### config.mk
export PLATFORM = sky130hd
export DESIGN_NAME = bcd_digit_check_pipe
export DESIGN_NICKNAME = d
export VERILOG_FILES = /design/src/rtl/bcd_digit_check_pipe.sv
export SDC_FILE = /design/constraint.sdc
export NUM_CORES = 1
export LEC_CHECK = 0
export CAP_MARGIN = 10
export CORE_MARGIN = 2
export CORE_UTILIZATION = 46
export DETAILED_ROUTE_END_ITERATION = 10
export GPL_TIMING_DRIVEN = 0
export PLACE_DENSITY_LB_ADDON = 0.15
export SYNTH_ARGS = -nofsm -noshare
export SYNTH_HDL_FRONTEND = slang
export SYNTH_SLANG_ARGS = --single-unit
### constraint.sdc
create_clock -name clk -period 1.2 [get_ports clk]
set_input_delay 0.24 -clock clk [delete_from_list [all_inputs] [get_ports clk]]
set_output_delay 0.24 -clock clk [all_outputs]
set_load 0.01 [all_outputs]
### src/rtl/bcd_digit_check_pipe.sv
// bcd_digit_check_pipe: two-stage valid/ready pipeline that flags every 4-bit digit above LIMIT,
// emits the digit reduced by LIMIT+1 (mod 16, no inter-digit carry), and keeps a saturating
// count of delivered words that carried at least one flagged digit.
// Optional feature: define BCD_CHECK_STICKY_EN to add the sticky_flag output, a per-digit
// record of flags seen on delivered words, cleared by clr or reset_n.
module bcd_digit_check_pipe #(
  parameter int unsigned DIGITS    = 4,
  parameter int unsigned LIMIT     = 9,
  parameter int unsigned ERR_CNT_W = 8
) (
  input  logic                  clk,
  input  logic                  reset_n,
  input  logic                  clr,
  input  logic                  in_valid,
  output logic                  in_ready,
  input  logic [4*DIGITS-1:0]   in_data,
  output logic                  out_valid,
  input  logic                  out_ready,
  output logic [4*DIGITS-1:0]   out_data,
  output logic [DIGITS-1:0]     out_flag,
  output logic                  out_err,
  output logic [ERR_CNT_W-1:0]  err_count
`ifdef BCD_CHECK_STICKY_EN
  ,
  output logic [DIGITS-1:0]     sticky_flag
`endif
);

  localparam logic [3:0]           LimD   = 4'(LIMIT);
  localparam logic [3:0]           LimP1  = 4'(LIMIT + 1);
  localparam logic [ERR_CNT_W-1:0] CntMax = '1;

  // Holds in_ready low until the first edge after reset release.
  logic ready_en_q, ready_en_d;

  // Stage 1: raw digits plus compare flags.
  logic                s1_valid_q, s1_valid_d;
  logic [4*DIGITS-1:0] s1_data_q, s1_data_d;
  logic [DIGITS-1:0]   s1_flag_q, s1_flag_d;

  // Stage 2: corrected digits, flags and error summary (drives the outputs directly).
  logic                s2_valid_q, s2_valid_d;
  logic [4*DIGITS-1:0] s2_data_q, s2_data_d;
  logic [DIGITS-1:0]   s2_flag_q, s2_flag_d;
  logic                s2_err_q, s2_err_d;

  logic [ERR_CNT_W-1:0] err_count_q, err_count_d;

  logic                s2_ready, s1_ready;
  logic                in_fire, s1_move, out_fire;
  logic [DIGITS-1:0]   in_flag;
  logic [4*DIGITS-1:0] s1_corr;

  // Handshake: each stage loads when empty or when its contents leave in the same cycle.
  always_comb begin
    s2_ready   = !s2_valid_q || out_ready;
    s1_ready   = !s1_valid_q || s2_ready;
    in_ready   = ready_en_q && s1_ready;
    in_fire    = in_valid && in_ready;
    s1_move    = s1_valid_q && s2_ready;
    out_fire   = s2_valid_q && out_ready;
    ready_en_d = 1'b1;
  end

  // Per-digit compare on the incoming word and correction on the stage-1 word.
  always_comb begin
    in_flag = '0;
    s1_corr = '0;
    for (int i = 0; i < int'(DIGITS); i++) begin
      in_flag[i]      = in_data[4*i +: 4] > LimD;
      s1_corr[4*i +: 4] = s1_flag_q[i] ? (s1_data_q[4*i +: 4] - LimP1) : s1_data_q[4*i +: 4];
    end
  end

  // Stage 1 next state.
  always_comb begin
    s1_valid_d = s1_valid_q;
    s1_data_d  = s1_data_q;
    s1_flag_d  = s1_flag_q;
    if (in_fire) begin
      s1_valid_d = 1'b1;
      s1_data_d  = in_data;
      s1_flag_d  = in_flag;
    end else if (s1_move) begin
      s1_valid_d = 1'b0;
    end
  end

  // Stage 2 next state; contents held while out_valid=1 and out_ready=0.
  always_comb begin
    s2_valid_d = s2_valid_q;
    s2_data_d  = s2_data_q;
    s2_flag_d  = s2_flag_q;
    s2_err_d   = s2_err_q;
    if (s1_move) begin
      s2_valid_d = 1'b1;
      s2_data_d  = s1_corr;
      s2_flag_d  = s1_flag_q;
      s2_err_d   = |s1_flag_q;
    end else if (out_fire) begin
      s2_valid_d = 1'b0;
    end
  end

  // Saturating error-word counter; clr beats a same-cycle increment.
  always_comb begin
    err_count_d = err_count_q;
    if (clr) begin
      err_count_d = '0;
    end else if (out_fire && s2_err_q && (err_count_q != CntMax)) begin
      err_count_d = err_count_q + 1'b1;
    end
  end

  // Pipeline and counter registers.
  always_ff @(posedge clk or negedge reset_n) begin
    if (!reset_n) begin
      ready_en_q  <= 1'b0;
      s1_valid_q  <= 1'b0;
      s1_data_q   <= '0;
      s1_flag_q   <= '0;
      s2_valid_q  <= 1'b0;
      s2_data_q   <= '0;
      s2_flag_q   <= '0;
      s2_err_q    <= 1'b0;
      err_count_q <= '0;
    end else begin
      ready_en_q  <= ready_en_d;
      s1_valid_q  <= s1_valid_d;
      s1_data_q   <= s1_data_d;
      s1_flag_q   <= s1_flag_d;
      s2_valid_q  <= s2_valid_d;
      s2_data_q   <= s2_data_d;
      s2_flag_q   <= s2_flag_d;
      s2_err_q    <= s2_err_d;
      err_count_q <= err_count_d;
    end
  end

`ifdef BCD_CHECK_STICKY_EN
  logic [DIGITS-1:0] sticky_q, sticky_d;

  // Accumulate flags of delivered words; clr beats a same-cycle set.
  always_comb begin
    sticky_d = sticky_q;
    if (clr) begin
      sticky_d = '0;
    end else if (out_fire) begin
      sticky_d = sticky_q | s2_flag_q;
    end
  end

  // Sticky flag register.
  always_ff @(posedge clk or negedge reset_n) begin
    if (!reset_n) begin
      sticky_q <= '0;
    end else begin
      sticky_q <= sticky_d;
    end
  end

  assign sticky_flag = sticky_q;
`endif

  assign out_valid = s2_valid_q;
  assign out_data  = s2_data_q;
  assign out_flag  = s2_flag_q;
  assign out_err   = s2_err_q;
  assign err_count = err_count_q;

endmodule

==> results of run 1 <==
==> area by class of cell <==
type / count / area [µm²]
multi-input cells: 115 / 1250
clock buffers: 5 / 68.8
well taps: 70 / 87.6
plain buffers: 5 / 83.8
flip-flops and latches: 52 / 1310
repair buffers: 85 / 785
clock inverters: 3 / 42.5
fillers: 400 / 1520
inverters: 13 / 48.8
==> metrics by stage <==
step                std cells  utilization, %  power (mW)
finish                    348            70.7        5.74
global route              348            70.7        6.07
CTS                       336            68.3        5.77
floorplan                 185               -        3.63
global placement          305            61.5        4.53
detailed placement        306            61.8        4.56
==> worst min path at each step <==
stage / end / cells past startpoint / slack, ns
3_5_place_dp: s1_data_q[12]$_DFFE_PN0P_ / 1 / 0.15
5_1_grt: err_count[4]$_DFFE_PN0P_ / 2 / 0.36
2_1_floorplan: err_count[0]$_DFFE_PN0P_ / 0 / -0.06
3_3_place_gp: out_data[0]$_DFFE_PN0P_ / 1 / 0.48
6_report: s1_data_q[12]$_DFFE_PN0P_ / 2 / 0.34
4_1_cts: out_data[8]$_DFFE_PN0P_ / 2 / 0.35
==> kinds of logic (layout without fill, tap and decap cells) <==
group / count (synthesis) / count (layout) / share of synthesized area, %
other cells: 1 / 1 / 0.149
compound gates: 19 / 19 / 5.26
flops: 52 / 52 / 51.6
buf+inv: 18 / 111 / 3.87
mux: 45 / 45 / 24.9
simple gates: 37 / 37 / 8.89
fa+ha+maj: 5 / 5 / 2.48
xor+xnor: 8 / 8 / 2.78
==> worst register-to-register path: stages, from the launching register on <==
cell     delay [ns]
dfrtp_2        0.42
buf_6          0.12
and3_4         0.19
a31oi_4        0.21
mux2_4         0.32
==> power by group <==
group | leakage [nW] | internal [mW] | switching, mW | total [mW]
combinational | 1.13 | 1.29 | 0.744 | 2.04
sequential | 0.620 | 2.19 | 0.317 | 2.51
clock | 0.0541 | 0.618 | 0.576 | 1.19
==> cell usage in the layout, fill, tap and decap left out, types with 6 or more instances in the layout <==
| cell type | synthesis | final |
|---|---|---|
| inv_1 | 13 | 13 |
| mux2_4 | 35 | 36 |
| buf_6 | 4 | 21 |
| clkdlybuf4s15_1 | 0 | 6 |
| dfrtp_1 | 52 | 45 |
| mux2i_1 | 8 | 8 |
| clkbuf_2 | 0 | 15 |
| buf_4 | 0 | 14 |
| clkdlybuf4s50_1 | 0 | 17 |
| dfrtp_2 | 0 | 7 |
==> metal layers <==
layer / routed length (µm) / share of wire (%) / track usage [%] / up-vias
met5: 0 / 0 / 0 / -
met4: 46 / 0.86 / 4.74 / 0
met3: 202 / 3.8 / 4.48 / 5
met2: 2680 / 50 / 28.4 / 46
met1: 2430 / 45 / 23.3 / 861
li1: - / - / - / 839
==> registers in the layout, summed over array words and instances, names as in the netlist <==
register	cells
out_err	1
err_count	8
out_data	16
out_flag	4
s1_flag_q	4
out_valid	1
ready_en_q	1
s1_valid_q	1
s1_data_q	16
==> what timing repair did <==
action	4_1_cts	5_1_grt
endpoints found under the setup margin	77	70
resized for setup	94	44
pin swaps	11	9
hold buffers	1	0
setup buffers	21	10
hold endpoints to repair	12	0
cloned	0	2
==> impl_metrics.json, run 1 <==
{
  "outcome": "finished, violations left",
  "violations": "setup timing",
  "final_area_um2": 3680,
  "final.period_utilization_pct": 114,
  "tritoncts": "built",
  "end_kind": "register",
  "ys_seq_area_share_pct": 51.6,
  "synth_ff_type": "dfrtp_1",
  "vias": 1751,
  "yosysTopAreaCellShare_pct": 51.6,
  "yosysWarnings": 0,
  "first_iter_violations": 53,
  "r2r-end": "err_count[0]$_DFFE_PN0P_",
  "hold_ws_ns": 0.344,
  "grt-ovfl-total": 0,
  "cp_top_family": "flip-flops",
  "cp_max_fo": 5,
  "slew_violations": 0,
  "p_leak_nw": 1.81,
  "dr.pass1.iters": 4,
  "crit_cells": 4,
  "syn-cell-area_um2": 2520,
  "hp-class": "in2async",
  "placedInstanceArea_um2": 3220,
  "finalHoldViolCount": 0,
  "yosysMostFrequentCell": "dfrtp_1",
  "placementRows": 26,
  "yosysTopAreaCell": "dfrtp_1",
  "clock_skew_ns": 0.00956,
  "die_w_um": 78.0,
  "gp_congestion": 0.903,
  "viasPerCell": 5.03,
  "area_delta_synth_final_pct": 46.1,
  "max_stage_delay_ns": 0.42,
  "netlist_instances": 185,
  "antenna_found_initial": 0,
  "io_pins": 52,
  "cts_root_buf": "clkbuf_8",
  "setup_tns_ns": -4.00,
  "synth_cell_types": 36,
  "cts.sinks": 52,
  "start_util_pct": 48.4,
  "setup_viol": 48,
  "cts_buffers": 5,
  "r2r_start": "err_count[3]$_DFFE_PN0P_",
  "rsz0062_at_grt": "yes",
  "synth.top_cells.by_count": "52 x dfrtp_1, 35 x mux2_4, 13 x inv_1, 8 x mux2i_1, 7 x nand2b_1",
  "grt_pass1_wl_um": 8360,
  "wl_per_cell_um": 15.4,
  "cp.arrival_ns": 1.56,
  "port_buffers": 50,
  "post-route-drc-count": 0,
  "fin_crit_ns": 1.37,
  "setup_slack_ns": -0.172,
  "max_freq_ghz": 0.729,
  "cp_cell_sequence": "buf_6 > and3_4 > a31oi_4 > mux2_4",
  "grtUsageTotal_pct": 17.4,
  "clk_pin_slew_ns": 0.10,
  "ant_nets": 0,
  "synth_edf_count": 0,
  "grt_max_degree": 41,
  "die_y_um": 78.0,
  "vdd_drop_max_mv": 0.962,
  "crit_end": "err_count[0]$_DFFE_PN0P_",
  "synth.avg_cell_area_um2": 13.6,
  "wirelength_um": 5350,
  "worst_path_max_delay_cell": "dfrtp_2",
  "cp.buffers_inverters": 1,
  "insertion_delay_ns": 0.30,
  "worstPathRequired_ns": 1.39,
  "cap_violations": 0,
  "htreeDepth": 2,
  "nets": 303,
  "core_um2": 5200,
  "p_per_area_nw_per_um2": 1560,
  "grt_pass1_vias": 1725,
  "clockBufferDepth": 2,
  "dieArea_um2": 6090,
  "yosys_register_bits": 52,
  "r2r_cells": 4,
  "worstSetupPathType": "reg2reg",
  "crit_path_start_kind": "register",
  "drive_gt1_share_pct": 47.5,
  "antenna_cells": 0,
  "syn_nets": 211,
  "dp_hpwl_um": 3300,
  "synth_area_leaders": "dfrtp_1 52%, mux2_4 21%, mux2i_1 3.2%",
  "preCtsSetupSlack_ns": -0.727,
  "ff2ff_setup_slack_ns": -0.17,
  "crit_start": "err_count[3]$_DFFE_PN0P_",
  "synth-async-reset-ratio_pct": 100
}
Note: power is estimated with default switching activity, not from simulation.
==> inputs of run 2 (changes only) <==
- GPL_TIMING_DRIVEN: 0 -> unset
==> impl_metrics.json, run 2 (synthesis gave the netlist of run 1 again) <==
{
  "dp_hpwl_um": 3580,
  "tritoncts": "built",
  "fin_util_pct": 69.8,
  "rsz0062_at_grt": "yes",
  "worstSetupPathType": "reg2reg",
  "cap_violations": 0,
  "finalHoldViolCount": 0,
  "p_leak_nw": 1.80,
  "slew_violations": 0,
  "preCtsSetupSlack_ns": -0.573,
  "die_w_um": 78.0,
  "hp-class": "in2async",
  "placementRows": 26,
  "vias": 1783,
  "antenna_found_initial": 0,
  "port_buffers": 51,
  "die_y_um": 78.0,
  "clock_skew_ns": 0.00445,
  "setup_tns_ns": -4.24,
  "final_common_cell": "dfrtp_1",
  "ant_nets": 0,
  "max_freq_ghz": 0.756,
  "io_pins": 52,
  "start_util_pct": 48.4,
  "final_cell_mix": "46 x dfrtp_1, 36 x mux2_4, 22 x buf_4",
  "worstPathRequired_ns": 1.39,
  "dr.pass1.iters": 4,
  "htreeDepth": 2,
  "grt_max_degree": 53,
  "cp.arrival_ns": 1.52,
  "r2r_cells": 5,
  "grt-ovfl-total": 0,
  "end_kind": "register",
  "clk_pin_slew_ns": 0.09,
  "core_um2": 5200,
  "drive_gt1_share_pct": 51.1,
  "cts.sinks": 52,
  "vdd_drop_max_mv": 0.910,
  "grt_pass1_wl_um": 9050,
  "insertion_delay_ns": 0.31,
  "wl_per_cell_um": 15.2,
  "setup_slack_ns": -0.122,
  "clockBufferDepth": 2,
  "crit_path_start_kind": "register",
  "gp_congestion": 0.886,
  "wirelength_um": 5370,
  "cts_root_buf": "clkbuf_8",
  "area_delta_synth_final_pct": 44.1,
  "cts_buffers": 5,
  "final.period_utilization_pct": 110,
  "first_iter_violations": 35,
  "outcome": "finished, violations left",
  "p_per_area_nw_per_um2": 1520,
  "fin_crit_ns": 1.32,
  "viasPerCell": 5.04,
  "setup_viol": 46,
  "post-route-drc-count": 0,
  "nets": 309,
  "grtUsageTotal_pct": 18.9,
  "cp_max_fo": 10,
  "dieArea_um2": 6090,
  "antenna_cells": 0,
  "violations": "setup timing",
  "grt_pass1_vias": 1877
}
-- run 2: repair_timing --
action | 4_1_cts | 5_1_grt
gates resized for setup | 105 | 35
hold buffers | 1 | 0
endpoints found under the hold margin | 52 | 0
setup buffers | 12 | 3
pin swaps | 9 | 9
setup endpoints to repair | 74 | 72
-- run 2: path summary, 6_finish.rpt --
kind | from | end | slack [ns]
min in group clk | out_ready | s1_valid_q$_DFFE_PN0P_ | 0.48
worst max register to register | out_valid$_DFFE_PN0P_ | s1_data_q[10]$_DFFE_PN0P_ | -0.12
worst min-delay path | reset_n | s1_data_q[12]$_DFFE_PN0P_ | 0.44
worst max-delay path | out_valid$_DFFE_PN0P_ | s1_data_q[10]$_DFFE_PN0P_ | -0.12
worst min register to register | s1_data_q[4]$_DFFE_PN0P_ | out_data[4]$_DFFE_PN0P_ | 0.52
max in group asynchronous | reset_n | out_valid$_DFFE_PN0P_ | 0.50
-- run 2: layout make-up --
type / count / area [µm²]
Fill cell: 389 / 1570
Timing Repair Buffer: 96 / 821
Clock buffer: 8 / 90.1
Sequential cell: 52 / 1310
Inverter: 13 / 48.8
Multi-Input combinational cell: 115 / 1280
Tap cell: 70 / 87.6
-- run 2: layer usage --
metal | GRT usage [%] | vias to the layer above | part of all wire, %
li1 | - | 849 | -
met1 | 24.6 | 872 | 43
met2 | 32.0 | 55 | 50
met3 | 3.45 | 7 | 5.5
met4 | 6.49 | 0 | 1.4
met5 | 0 | - | 0
-- run 2: report_power, final --
| part | internal, mW | switching [mW] | total [mW] |
|---|---|---|---|
| registers | 2.19 | 0.324 | 2.52 |
| clock network | 0.472 | 0.557 | 1.03 |
| logic | 1.24 | 0.741 | 1.98 |
| total | 3.90 | 1.62 | 5.52 |
-- run 2: critical path: stages (launching register included) --
cell and delay (ns):
dfrtp_2 0.44, nand3b_4 0.08, buf_6 0.10, nand3_4 0.11, buf_12 0.17, mux2_4 0.30
-- run 2: stage by stage --
stage / std cells / instance area, µm² / total power, mW / hold WS (ns)
global route: 354 / 3630 / 5.83 / 0.486
detailed placement: 333 / 3430 / 4.69 / 0.254
floorplan: 185 / 2610 / 3.63 / -0.0556
CTS: 354 / 3700 / 5.69 / 0.462
global placement: 333 / 3430 / 4.64 / 0.252
finish: 354 / 3630 / 5.52 / 0.440
